## config.mk

```make
export PLATFORM = sky130hd
export DESIGN_NAME = scan_sequencer
export DESIGN_NICKNAME = d
export VERILOG_FILES = /design/src/rtl/scan_pkg.sv /design/src/rtl/scan_next_chan.sv /design/src/rtl/scan_sequencer.sv
export SDC_FILE = /design/constraint.sdc
export NUM_CORES = 1
export LEC_CHECK = 0
export ABC_AREA = 1
export CAP_MARGIN = 20
export CORE_MARGIN = 2
export CORE_UTILIZATION = 52
export CTS_BUF_LIST = sky130_fd_sc_hd__clkbuf_8
export CTS_CLUSTER_SIZE = 24
export DETAILED_ROUTE_END_ITERATION = 8
export PLACE_DENSITY = 0.84
export SYNTH_ARGS = -nofsm -noshare
export SYNTH_HDL_FRONTEND = slang
export SYNTH_SLANG_ARGS = --single-unit
```

## constraint.sdc

```tcl
create_clock -name clk -period 3.4 [get_ports clk]
set_clock_uncertainty 0.05 [all_clocks]
set_input_delay 1.02 -clock clk [delete_from_list [all_inputs] [get_ports clk]]
set_output_delay 1.02 -clock clk [all_outputs]
set_load 0.02 [all_outputs]
```

## src/rtl/scan_pkg.sv

```systemverilog
// Shared constants and helpers for the channel scan sequencer.
// Imported by the sequencer top and its next-channel finder.
package scan_pkg;

  localparam int NCH   = 8;
  localparam int SEL_W = 3;

  typedef enum logic [1:0] {
    ST_IDLE   = 2'd0,
    ST_ACTIVE = 2'd1,
    ST_BLANK  = 2'd2
  } state_t;

  // Index of the highest set bit; 0 for an empty mask.
  function automatic logic [SEL_W-1:0] hi_bit(
    input logic [NCH-1:0] m
  );
    logic [SEL_W-1:0] r;
    r = '0;
    for (int i = 0; i < NCH; i++) begin
      if (m[i]) r = SEL_W'(i);
    end
    return r;
  endfunction

endpackage

```

## src/rtl/scan_next_chan.sv

```systemverilog
// Circular find-first-set strictly above cur, wrapping 7 -> 0.
// A lone set bit at cur returns cur itself, flagged as a wrap.
module scan_next_chan
  import scan_pkg::*;
(
  input  logic [NCH-1:0]   mask,
  input  logic [SEL_W-1:0] cur,
  output logic [SEL_W-1:0] nxt,
  output logic             valid,
  output logic             wrapped
);

  logic [SEL_W-1:0] idx;
  logic             found;

  // Walk cur+1 .. cur+8 (mod 8); the eighth step lands back on cur.
  always_comb begin
    nxt   = cur;
    idx   = cur;
    found = 1'b0;
    for (int i = 1; i <= NCH; i++) begin
      idx = cur + SEL_W'(i);
      if (!found && mask[idx]) begin
        nxt   = idx;
        found = 1'b1;
      end
    end
    valid   = |mask;
    wrapped = valid && (nxt <= cur);
  end

endmodule

```

## src/rtl/scan_sequencer.sv

```systemverilog
// Round-robin select generator for a 3-to-8 decoder.
// Dwell per channel, optional blanking gap, free-run or one frame.
module scan_sequencer
  import scan_pkg::*;
#(
  parameter int DWELL_W   = 16,
  parameter int BLANK_CYC = 2
) (
  input  logic               clk,
  input  logic               rst_n,
  input  logic               start,
  input  logic               stop,
  input  logic               single,
  input  logic [NCH-1:0]     chan_mask,
  input  logic [DWELL_W-1:0] dwell,
  output logic [SEL_W-1:0]   sel,
  output logic               sel_en,
  output logic               frame_done,
  output logic               busy
);

  localparam int BW =
    (BLANK_CYC > 1) ? $clog2(BLANK_CYC + 1) : 1;

  state_t             state_q, state_d;
  logic [SEL_W-1:0]   sel_q, sel_d;
  logic               sel_en_q, sel_en_d;
  logic               frame_done_q, frame_done_d;
  logic               busy_q, busy_d;
  logic               single_q, single_d;
  logic [DWELL_W-1:0] dwell_cnt_q, dwell_cnt_d;
  logic [BW-1:0]      blank_cnt_q, blank_cnt_d;

  logic [SEL_W-1:0]   nc_cur;
  logic [SEL_W-1:0]   nc_nxt;
  logic               nc_valid;
  logic               nc_wrapped;
  logic [DWELL_W-1:0] dwell_ld;
  logic               enter_last;

  // From IDLE, searching above 7 yields the lowest set bit.
  assign nc_cur = (state_q == ST_IDLE) ? SEL_W'(NCH - 1) : sel_q;

  scan_next_chan u_next (
    .mask    (chan_mask),
    .cur     (nc_cur),
    .nxt     (nc_nxt),
    .valid   (nc_valid),
    .wrapped (nc_wrapped)
  );

  // A zero dwell still gives one enabled cycle.
  assign dwell_ld =
    (dwell == '0) ? DWELL_W'(1) : dwell;

  // Entering a one-cycle dwell on the top channel must flag now.
  assign enter_last =
    (dwell_ld == DWELL_W'(1)) &&
    (nc_nxt == hi_bit(chan_mask));

  // Next-state and registered-output logic for the scan FSM.
  always_comb begin
    state_d      = state_q;
    sel_d        = sel_q;
    sel_en_d     = sel_en_q;
    frame_done_d = 1'b0;
    busy_d       = busy_q;
    single_d     = single_q;
    dwell_cnt_d  = dwell_cnt_q;
    blank_cnt_d  = blank_cnt_q;

    case (state_q)
      ST_IDLE: begin
        sel_en_d = 1'b0;
        busy_d   = 1'b0;
        if (start && !stop && nc_valid) begin
          state_d      = ST_ACTIVE;
          sel_d        = nc_nxt;
          sel_en_d     = 1'b1;
          busy_d       = 1'b1;
          single_d     = single;
          dwell_cnt_d  = dwell_ld;
          frame_done_d = enter_last;
        end
      end

      ST_ACTIVE: begin
        if (stop) begin
          state_d     = ST_IDLE;
          sel_en_d    = 1'b0;
          busy_d      = 1'b0;
          dwell_cnt_d = '0;
        end else if (dwell_cnt_q > DWELL_W'(1)) begin
          dwell_cnt_d  = dwell_cnt_q - DWELL_W'(1);
          frame_done_d =
            (dwell_cnt_q == DWELL_W'(2)) &&
            (sel_q == hi_bit(chan_mask));
        end else if (BLANK_CYC > 0) begin
          state_d     = ST_BLANK;
          sel_en_d    = 1'b0;
          dwell_cnt_d = '0;
          blank_cnt_d = BW'(BLANK_CYC);
        end else if (!nc_valid ||
                     (nc_wrapped && single_q)) begin
          state_d     = ST_IDLE;
          sel_en_d    = 1'b0;
          busy_d      = 1'b0;
          dwell_cnt_d = '0;
        end else begin
          sel_d        = nc_nxt;
          dwell_cnt_d  = dwell_ld;
          frame_done_d = enter_last;
        end
      end

      ST_BLANK: begin
        if (stop) begin
          state_d     = ST_IDLE;
          busy_d      = 1'b0;
          blank_cnt_d = '0;
        end else if (blank_cnt_q > BW'(1)) begin
          blank_cnt_d = blank_cnt_q - BW'(1);
        end else if (!nc_valid ||
                     (nc_wrapped && single_q)) begin
          state_d     = ST_IDLE;
          busy_d      = 1'b0;
          blank_cnt_d = '0;
        end else begin
          state_d      = ST_ACTIVE;
          sel_d        = nc_nxt;
          sel_en_d     = 1'b1;
          blank_cnt_d  = '0;
          dwell_cnt_d  = dwell_ld;
          frame_done_d = enter_last;
        end
      end

      default: begin
        state_d  = ST_IDLE;
        sel_en_d = 1'b0;
        busy_d   = 1'b0;
      end
    endcase
  end

  // State and output registers, cleared asynchronously.
  always_ff @(posedge clk or negedge rst_n) begin
    if (!rst_n) begin
      state_q      <= ST_IDLE;
      sel_q        <= '0;
      sel_en_q     <= 1'b0;
      frame_done_q <= 1'b0;
      busy_q       <= 1'b0;
      single_q     <= 1'b0;
      dwell_cnt_q  <= '0;
      blank_cnt_q  <= '0;
    end else begin
      state_q      <= state_d;
      sel_q        <= sel_d;
      sel_en_q     <= sel_en_d;
      frame_done_q <= frame_done_d;
      busy_q       <= busy_d;
      single_q     <= single_d;
      dwell_cnt_q  <= dwell_cnt_d;
      blank_cnt_q  <= blank_cnt_d;
    end
  end

  assign sel        = sel_q;
  assign sel_en     = sel_en_q;
  assign frame_done = frame_done_q;
  assign busy       = busy_q;

endmodule

```

---- Word-level counts from Yosys, hierarchy flattened ----
Cells that the tools add are included.
storage, ports and cells
  word-level logic and storage cells ...... 165
  register bits after elaboration ......... 27
  bits of input ports ..................... 29
  output and inout bits ................... 6
cells by class
  add/subtract/negate cells ............... 9
  equal/unequal tests ..................... 16
  reduce and logical (&&, ||, !) cells .... 36
  magnitude comparators ................... 11
  multiplexer cells ....................... 85
operator list
  cell                                                 count
  two-way mux 16 bit                                   7
  two-way mux 3 bit                                    21
  one-hot mux 16 bit (3 select lines)                  1
  two-way mux 1 bit                                    33
  < comparator 3 x 4 -> 1 bit, second input constant   8
  binary-select mux 1 bit (select 3 bit)               8
  two-way mux 2 bit                                    9
  == test 16 x 1 -> 1 bit, second input constant       1
  == test 16 x 2 -> 1 bit, second input constant       1
  > comparator 16 x 1 -> 1 bit, second input constant  1
  logical NOT 16 bit                                   1
  subtractor 16 x 1 -> 16 bit, second input constant   1
  logical AND 1 bit                                    13
  adder 3 bit, second input constant                   4
  != test 2 bit, second input constant                 6
  AND reduction 5 bit                                  2
  logical NOT 1 bit                                    9
  != test 3 bit, second input constant                 3
  one-hot mux 1 bit (3 select lines)                   3
  AND reduction 3 bit                                  3
  OR reduction 8 bit                                   1
  adder 3 x 2 -> 3 bit, second input constant          2
  == test 3 bit                                        2
  one-hot mux 2 bit (3 select lines)                   1
  other kinds (15)                                     16

---- Longest topological paths before layout ----
Gate-level depths: netlist (run 1).
  depth after elaboration ................. 35
  depth in mapped cells ................... 34
  mapped depth without buffers ............ 33

---- Modules after synthesis ----
Synthesis (run 1) repeated with hierarchy kept, for this count alone.
unflattened totals
  cell total of the unflattened synthesis .. 499
  area total of the unflattened synthesis .. 3,106.7 um^2
by module, submodules not included
  module          seq. area each (um^2)  cells each  instances  area each (um^2)
  scan_sequencer  675.6                  348         1          2,268.4
  scan_next_chan  0.0                    151         1          838.3

---- Worst setup path before layout (run 1) ----
No wires, ideal clock.
  path type ............................... register -> register
  start ................................... register sel_q[0], in the netlist sel[0]
  end ..................................... register dwell_cnt_q[5]
  buffers on the path ..................... 2
  required time ........................... 3.233 ns
  arrival ................................. 3.371 ns
  stages on the path, launching flop included .. 33
  period minus slack after synthesis ...... 3.537 ns
  setup slack ............................. -0.137 ns
  setup time .............................. 0.117 ns
  path through ............................ dfrtp_1 inv_2 o21ai_2 buf_4 ha_1 inv_1 nand2_1 nand3_2 nand2_4 nand2_1 nor2_1 nand2_1 nand4_1 o21ai_0 nand2_1 nand3_1 nand2_1 nand2_1 nand2_1 inv_1 ha_1 nand4_1 nand2_1 inv_2 nand2_1 nand2_1 nand2_1 nand2_2 nand2_4 nand2_4 buf_6 nand2_1 nand2_1
between the ends
  longest elaborated chain between the ends .. 32
  elaborated cells on any way between the ends .. 59
  classes of those cells .................. add/sub (7); order compare (1); eq/ne (1); mux (32); reduce/logical (18)
RTL lines
  what                                      RTL line               text
  from (decl)                               scan_sequencer.sv:26   logic [SEL_W-1:0] sel_q, sel_d;
  from (signal assigned)                    scan_sequencer.sv:159  sel_q <= sel_d;
  two-way mux 3 bit (*)                     scan_sequencer.sv:42   assign nc_cur = (state_q == ST_IDLE) ? SEL_W'(NCH - 1) : sel_q;
  adder 3 x 1 -> 3 bit                      scan_next_chan.sv:22   idx = cur + SEL_W'(i);
  binary-select mux 1 bit (select 3 bit)    scan_next_chan.sv:23   if (!found && mask[idx]) begin
  two-way mux 1 bit (not written as such)   scan_next_chan.sv:23
  two-way mux 1 bit                         scan_next_chan.sv:23
  logical NOT 1 bit                         scan_next_chan.sv:23
  logical AND 1 bit                         scan_next_chan.sv:23
  two-way mux 1 bit                         scan_next_chan.sv:23
  (+17 left out)                            -
  two-way mux 3 bit (*)                     scan_next_chan.sv:23
  named net nc_nxt[2]                       scan_sequencer.sv:35   logic [SEL_W-1:0] nc_nxt;
  less-or-equal comparator 3 bit (*)        scan_next_chan.sv:29   wrapped = valid && (nxt <= cur);
  logical AND 1 bit (*)                     scan_next_chan.sv:29
  logical AND 1 bit (*)                     scan_sequencer.sv:124  (nc_wrapped && single_q)) begin
  logical OR 1 bit (*)                      scan_sequencer.sv:123  end else if (!nc_valid ||
  != test 2 bit (no source line) (*)        -
  AND reduction 5 bit (no source line) (*)  -
  to (signal assigned)                      scan_sequencer.sv:164  dwell_cnt_q <= dwell_cnt_d;
  to (decl)                                 scan_sequencer.sv:31   logic [DWELL_W-1:0] dwell_cnt_q, dwell_cnt_d;
Mark *: on every way through the listed nets, which the timed path passes. The rest lies on a longest branch. The select of a mux whose other input is x is not followed.
A chain may end at the register's enable or synchronous reset.

---- Worst setup path in the final report (run 1) ----
  start ................................... register state_q[1]
  end ..................................... register dwell_cnt_q[1]
between the ends
  longest elaborated chain between the ends .. 33
  elaborated cells on any way between the ends .. 67
  classes of those cells .................. add/sub (7); order compare (1); eq/ne (6); mux (33); reduce/logical (20)
RTL lines
  what                                      RTL line               text
  from (decl)                               scan_sequencer.sv:25   state_t state_q, state_d;
  from (signal assigned)                    scan_sequencer.sv:158  state_q <= state_d;
  logical NOT 2 bit (*)                     scan_sequencer.sv:42
  two-way mux 3 bit (*)                     scan_sequencer.sv:42
  adder 3 x 1 -> 3 bit                      scan_next_chan.sv:22
  binary-select mux 1 bit (select 3 bit)    scan_next_chan.sv:23
  two-way mux 1 bit (not written as such)   scan_next_chan.sv:23
  two-way mux 1 bit                         scan_next_chan.sv:23
  logical NOT 1 bit                         scan_next_chan.sv:23
  logical AND 1 bit                         scan_next_chan.sv:23
  (+18 left out)                            -
  two-way mux 3 bit (*)                     scan_next_chan.sv:23
  named net nc_nxt[2]                       scan_sequencer.sv:35
  less-or-equal comparator 3 bit (*)        scan_next_chan.sv:29
  logical AND 1 bit (*)                     scan_next_chan.sv:29
  logical AND 1 bit (*)                     scan_sequencer.sv:124
  logical OR 1 bit (*)                      scan_sequencer.sv:123
  != test 2 bit (no source line) (*)        -
  AND reduction 5 bit (no source line) (*)  -
Marked as above.

==> results of run 1 <==
==> final timing paths <==
path / from / end / slack, ns
worst max-delay path: state_q[1]$_DFFE_PN0P_ / dwell_cnt_q[1]$_DFFE_PN0P_ / -0.10
worst min-delay path: blank_cnt_q[0]$_DFFE_PN0P_ / blank_cnt_q[0]$_DFFE_PN0P_ / 0.46
worst max register to register: state_q[1]$_DFFE_PN0P_ / dwell_cnt_q[1]$_DFFE_PN0P_ / -0.10
worst min register to register: blank_cnt_q[0]$_DFFE_PN0P_ / blank_cnt_q[0]$_DFFE_PN0P_ / 0.46
max in group asynchronous: rst_n / state_q[0]$_DFFE_PN0P_ / 1.95
min in group asynchronous: rst_n / dwell_cnt_q[6]$_DFFE_PN0P_ / 1.05
==> flip-flops by register name, indices dropped and copies added (netlist names) <==
register     flops
blank_cnt_q      2
busy             1
dwell_cnt_q     16
frame_done       1
sel              3
sel_en           1
single_q         1
state_q          2
==> cells in the mapped netlist (6+ instances only) <==
cell type | n | area share
nor2_1 | 28 | 0.037
a21oi_1 | 6 | 0.011
nand3_2 | 7 | 0.025
nand4_1 | 12 | 0.027
nand2_4 | 6 | 0.024
o22ai_1 | 8 | 0.018
nor3_1 | 6 | 0.011
inv_1 | 45 | 0.060
xor2_1 | 10 | 0.031
inv_2 | 7 | 0.0094
dfrtp_1 | 27 | 0.24
o21ai_0 | 17 | 0.030
nand2_2 | 6 | 0.013
nand3_1 | 71 | 0.13
nand2_1 | 147 | 0.20
==> metal layers <==
metal	track usage	routed length, um	up-vias	share of wire
li1	-	-	1694	-
met1	0.422	4150	1773	0.38
met2	0.571	5020	338	0.46
met3	0.0419	1150	89	0.11
met4	0.105	477	0	0.044
met5	0	0	-	0
==> power by group through the flow <==
stage | Sequential [W] | Combinational, W | Clock [W]
after global routing | 0.000646 | 0.00373 | 0.000203
after floorplan | 0.000600 | 0.00171 | 0
after detailed placement | 0.000605 | 0.00258 | 0
final | 0.000629 | 0.00348 | 0.000189
after global placement | 0.000598 | 0.00250 | 0
after CTS | 0.000609 | 0.00294 | 0.000189
==> critical path: cells and delay by family, from the launching register on <==
family | cells | cell delay [ns]
and+or+nand+nor | 24 | 1.98
adders and majority gates | 2 | 0.59
DFF | 1 | 0.49
buffers and inverters | 4 | 0.22
AOI/OAI and AO/OA | 1 | 0.07
==> layout make-up <==
cell class,instances,share of cell area
multi-input combinational,361,0.535
timing repair buffer,110,0.219
sequential,27,0.164
inverter,53,0.0498
tap,70,0.0211
clock buffer,3,0.00995
clock inverter,1,0.00181
==> cells by family after synthesis <==
| family | after synthesis | synth area share |
|---|---|---|
| fa+ha+maj | 5 | 0.0223 |
| simple gates | 297 | 0.500 |
| flops | 27 | 0.241 |
| xor+xnor | 15 | 0.0468 |
| mux | 1 | 0.00401 |
| compound gates | 42 | 0.0905 |
| buf+inv | 62 | 0.0954 |
==> through the flow <==
stage	worst slack, ns	utilization	setup TNS, ns	hold WS [ns]
3_3_place_gp	-0.608	0.696	-13.06	0.410
6_report	-0.105	0.802	-1.44	0.460
4_1_cts	0.00173	0.759	0	0.459
2_1_floorplan	0.00534	-	0	0.407
5_1_grt	-0.286	0.802	-5.35	0.475
3_5_place_dp	-0.738	0.696	-15.99	0.435
==> what timing repair did <==
action                                 4_1_cts  5_1_grt
hold buffers                                 0        0
cloned                                       2        0
setup endpoints to repair                   23       23
setup buffers                               15        8
endpoints found under the hold margin        0        0
resized for setup                           90       43
pin swaps                                   35       38
==> flow_summary_export.csv, run 1 <==
group,metric,value,unit
run_status,status,"finished, violations left",
clocking,clk_path_buf_depth,2,
logic_synthesis,synthCells,449,
placed_design,portBuffers,34,
setup_path,endpoint_kind,"flop",
run_status,violations,"setup timing",
pwr,intPower,0.00202,W
clocking,cts_buffers,3,
setup_path,cpPeakStageDelay,0.49,ns
placed_design,place_area,3600,sq um
pwr,powerDensity,1040,nW/um^2
setup_path,required,3.52,ns
logic_synthesis,avgSynthCellArea,6.25,sq um
setup_path,critPathArrivalTime,3.63,ns
logic_synthesis,synth.cell_area,2810,sq um
logic_synthesis,ys_types,37,
sta,worst_slew_pin_slew,0.812,ns
pwr,ir_worst_vdd,0.589,mV
sta,period_share,1.03,
logic_synthesis,synthesis.nets,483,
floorplanning,die_w,77.5,um
sta,rsz0062_at_grt,"true",
layout,fillers,301,
sta,setup_slack,-0.105,ns
floorplanning,coreArea,5170,sq um
clocking,root_buffer,"clkbuf_8",
setup_path,critPathMaxFanout,8,
layout,seqCellArea,679,sq um
detailed_routing,postRouteAntennaNets,0,
logic_synthesis,synth-edff-count,0,
layout,final_cell_mix,"nand2_1 (107), buf_4 (67), nand3_1 (54), nand2_2 (37), inv_1 (35)",
setup_path,setup.worst_path.class,"reg2reg",
detailed_routing,wl_per_cell,17.3,um
layout,multiInputGateArea,2220,sq um
clocking,clock_latency,0.28,ns
sta,slew_headroom,0.458,
pwr,p_total,0.00430,W
clocking,cts-htree-levels,1,
sta,max_freq,285,MHz
clocking,clock-sinks,27,
hold_path,hold_class,"reg2reg",
layout,drive_gt1_frac,0.366,
detailed_routing,first_iter_violations,709,
clocking,path_clk_slew,0.10,ns
placed_design,gp_congestion,0.936,
detailed_routing,via_count,3894,
sta,setup_viol,20,
hold_path,min_path_cells,1,
layout,post-route-cell-area,4150,sq um
pwr,p_comb_frac,0.810,
placed_design,dp_hpwl,6630,um
logic_synthesis,synth_warnings,0,
pwr,seqPwrFrac,0.146,
sta,slew_violations,0,
pwr,p_leak,2.05,nW
setup_path,slowest_stage,"dfrtp_2",
global_routing,grt_pass1_vias,3608,
detailed_routing,drt_wl_total,10800,um
layout,diodes,0,
logic_synthesis,synth-async-reset-ratio,1.00,
logic_synthesis,synthFlopType,"dfrtp_1",
placed_design,place_inst,596,
layout,syn_to_final_growth,47.8,%
global_routing,grt_usage,0.328,
floorplanning,die_h,77.5,um
layout,final_common_cell,"nand2_1",
pwr,p_switching,0.00228,W
pwr,netSwitchingFraction,0.531,
run,drv_cap,0,
global_routing,grt_pass1_wl,16300,um
floorplanning,start_util,0.543,
clocking,cts_tree,"yes",
setup_path,cp-start-kind,"flop",
global_routing,antenna_found_initial,0,
detailed_routing,vias_per_cell,6.23,
floorplanning,row_count,26,
pwr,clkPwrFrac,0.044,
floorplanning,die-area,6000,sq um
detailed_routing,first_pass_iters,9,
sta,hold_violations,0,
setup_path,worstRegToRegCells,31,
layout,fin_cells,625,
layout,nets,590,
floorplanning,io_pins,35,
logic_synthesis,seq_area_frac_synth,0.241,
logic_synthesis,ys_seq_elements,27,
detailed_routing,remaining_drc_errors,0,
sta,finalCriticalPeriod,3.50,ns
global_routing,grt_max_degree,28,
global_routing,overflow,0,
No activity file was read; power rests on OpenSTA's default activity.
==> run 2, diff against run 1 <==
- REMOVE_ABC_BUFFERS: not set -> 1
==> run 2 against run 1 <==
  * Routed wire length is 23% higher
  * Combinational power rose by 21%
  * Register-to-register slack lost 0.48 ns
  * Cell count grew 3.7%
  * The run still ends with setup timing left
  * Sequential power is 2% lower
  * Clock power grew 9.5%
  * Global-route usage grew 5.4 points
  * Via count rose by 9.9%
  * Total power up 17%
==> flow_summary_export.csv, run 2 (same netlist as run 1, synthesis figures left out) <==
group,metric,value,unit
floorplanning,coreArea,5170,sq um
hold_path,hold_class,"reg2reg",
clocking,cts-htree-levels,1,
clocking,clock-sinks,27,
run_status,violations,"setup timing",
hold_path,min_path_cells,2,
setup_path,critPathMaxFanout,8,
global_routing,grt_max_degree,28,
layout,largest_reg_flops,16,
sta,worst_slew_pin_slew,0.982,ns
global_routing,overflow,0,
detailed_routing,drt_wl_total,13300,um
setup_path,slowest_stage,"dfrtp_2",
layout,diodes,0,
layout,post-route-cell-area,4370,sq um
floorplanning,start_util,0.543,
clocking,root_buffer,"clkbuf_8",
setup_path,r2r_end,"dwell_cnt_q[0]$_DFFE_PN0P_",
detailed_routing,postRouteAntennaNets,0,
sta,slew_violations,0,
placed_design,place_inst,600,
sta,max_freq,251,MHz
setup_path,setup.worst_path.class,"reg2reg",
detailed_routing,remaining_drc_errors,0,
detailed_routing,wl_per_cell,20.5,um
placed_design,gp_congestion,0.902,
clocking,cts_buffers,3,
pwr,powerDensity,1150,nW/um^2
sta,slew_headroom,0.344,
global_routing,grt_usage,0.383,
setup_path,endpoint_kind,"flop",
floorplanning,io_pins,35,
layout,final_cell_mix,"nand2_1 (111), buf_4 (85), nand3_1 (44), nand2_2 (39), inv_1 (34)",
run,drv_cap,0,
setup_path,required,3.54,ns
pwr,p_total,0.00505,W
setup_path,cpPeakStageDelay,0.48,ns
layout,fin_cells,648,
sta,setup_viol,23,
placed_design,place_area,3590,sq um
layout,drive_gt1_frac,0.405,
setup_path,reg2reg_from,"state_q[0]$_DFFE_PN0P_",
floorplanning,die-area,6000,sq um
detailed_routing,vias_per_cell,6.60,
setup_path,worstRegToRegCells,29,
setup_path,cp-start-kind,"flop",
hold_path,worstHoldEndpoint,"busy$_DFFE_PN0P_",
sta,fin_tns_setup,-11.57,ns
layout,fillers,271,
sta,setup_slack,-0.580,ns
layout,final_common_cell,"nand2_1",
layout,top_register,"dwell_cnt_q",
layout,nets,613,
detailed_routing,via_count,4279,
global_routing,grt_pass1_vias,3850,
clocking,cts_tree,"yes",
detailed_routing,first_iter_violations,940,
floorplanning,die_h,77.5,um
hold_path,worstHoldStart,"busy$_DFFE_PN0P_",
clocking,clock_latency,0.30,ns
sta,hold_violations,0,
global_routing,grt_pass1_wl,18300,um
sta,rsz0062_at_grt,"true",
sta,period_share,1.17,
global_routing,antenna_found_initial,0,
floorplanning,row_count,26,
placed_design,portBuffers,34,
sta,fin_hold_ws,0.455,ns
clocking,path_clk_slew,0.11,ns
clocking,clk_path_buf_depth,2,
layout,syn_to_final_growth,55.7,%
setup_path,ff2ff_setup_slack,-0.58,ns
run_status,status,"finished, violations left",
detailed_routing,first_pass_iters,8,
pwr,p_leak,2.16,nW
sta,finalCriticalPeriod,3.98,ns
floorplanning,die_w,77.5,um
pwr,ir_worst_vdd,0.717,mV
placed_design,dp_hpwl,6660,um
setup_path,critPathArrivalTime,4.12,ns
setup_path,cpMostUsedCell,"nand2_2",
==> run 2: worst max path at each step <==
stage                            from                     endpoint  cells past startpoint
2_1_floorplan      sel[0]$_DFFE_PN0P_   dwell_cnt_q[0]$_DFFE_PN0P_                     30
3_3_place_gp             chan_mask[2]   dwell_cnt_q[2]$_DFFE_PN0P_                     28
3_5_place_dp             chan_mask[3]  dwell_cnt_q[12]$_DFFE_PN0P_                     29
4_1_cts        state_q[1]$_DFFE_PN0P_  dwell_cnt_q[14]$_DFFE_PN0P_                     30
5_1_grt        state_q[0]$_DFFE_PN0P_           sel_en$_DFFE_PN0P_                     31
6_report       state_q[0]$_DFFE_PN0P_   dwell_cnt_q[0]$_DFFE_PN0P_                     29
==> run 2: critical path, delay by kind of cell (launching register included) <==
family	cells	cell delay, ns
AND/OR/NAND/NOR	19	1.87
buffers and inverters	6	0.58
adder cells (fa/ha/maj)	2	0.46
AO/OA/AOI/OAI	2	0.42
flip-flops	1	0.48
==> run 2: cell type report <==
cell class,count,area (sq um),share of cell area
sequential,27,678,0.155
clock inverter,1,7.51,0.00172
tap,70,87.6,0.0200
timing repair buffer,133,1100,0.253
clock buffer,3,41.3,0.00945
multi-input combinational,361,2250,0.514
inverter,53,204,0.0467
==> run 2: where the power goes <==
part / total [W] / leakage, nW / switching, W / internal (W)
clock network: 0.000207 / 0.0217 / 0.000123 / 0.0000840
registers: 0.000615 / 0.340 / 0.000169 / 0.000447
logic: 0.00422 / 1.80 / 0.00238 / 0.00185
total: 0.00505 / 2.16 / 0.00267 / 0.00238
==> run 2: per-stage QoR <==
step	setup slack, ns	util
after floorplan	-0.288	-
after global placement	-0.655	0.692
after detailed placement	-0.788	0.694
after CTS	-0.0138	0.795
after global routing	-0.702	0.845
final	-0.580	0.845
==> run 2: timing repair <==
| action | 4_1_cts | 5_1_grt |
|---|---|---|
| gates cloned | 0 | 1 |
| pin swaps | 42 | 37 |
| buffers inserted | 38 | 7 |
| hold buffers | 0 | 0 |
| hold endpoints to repair | 0 | 0 |
| endpoints found under the setup margin | 23 | 23 |
| gates resized for setup | 99 | 54 |
==> run 2: metal layers <==
metal	vias up	routed length [um]	global-route usage	part of all wire
met5	-	0	0	0
li1	1741	-	-	-
met1	1880	4410	0.440	0.33
met3	199	1570	0.0791	0.12
met4	0	1320	0.225	0.099
met2	459	6000	0.656	0.45
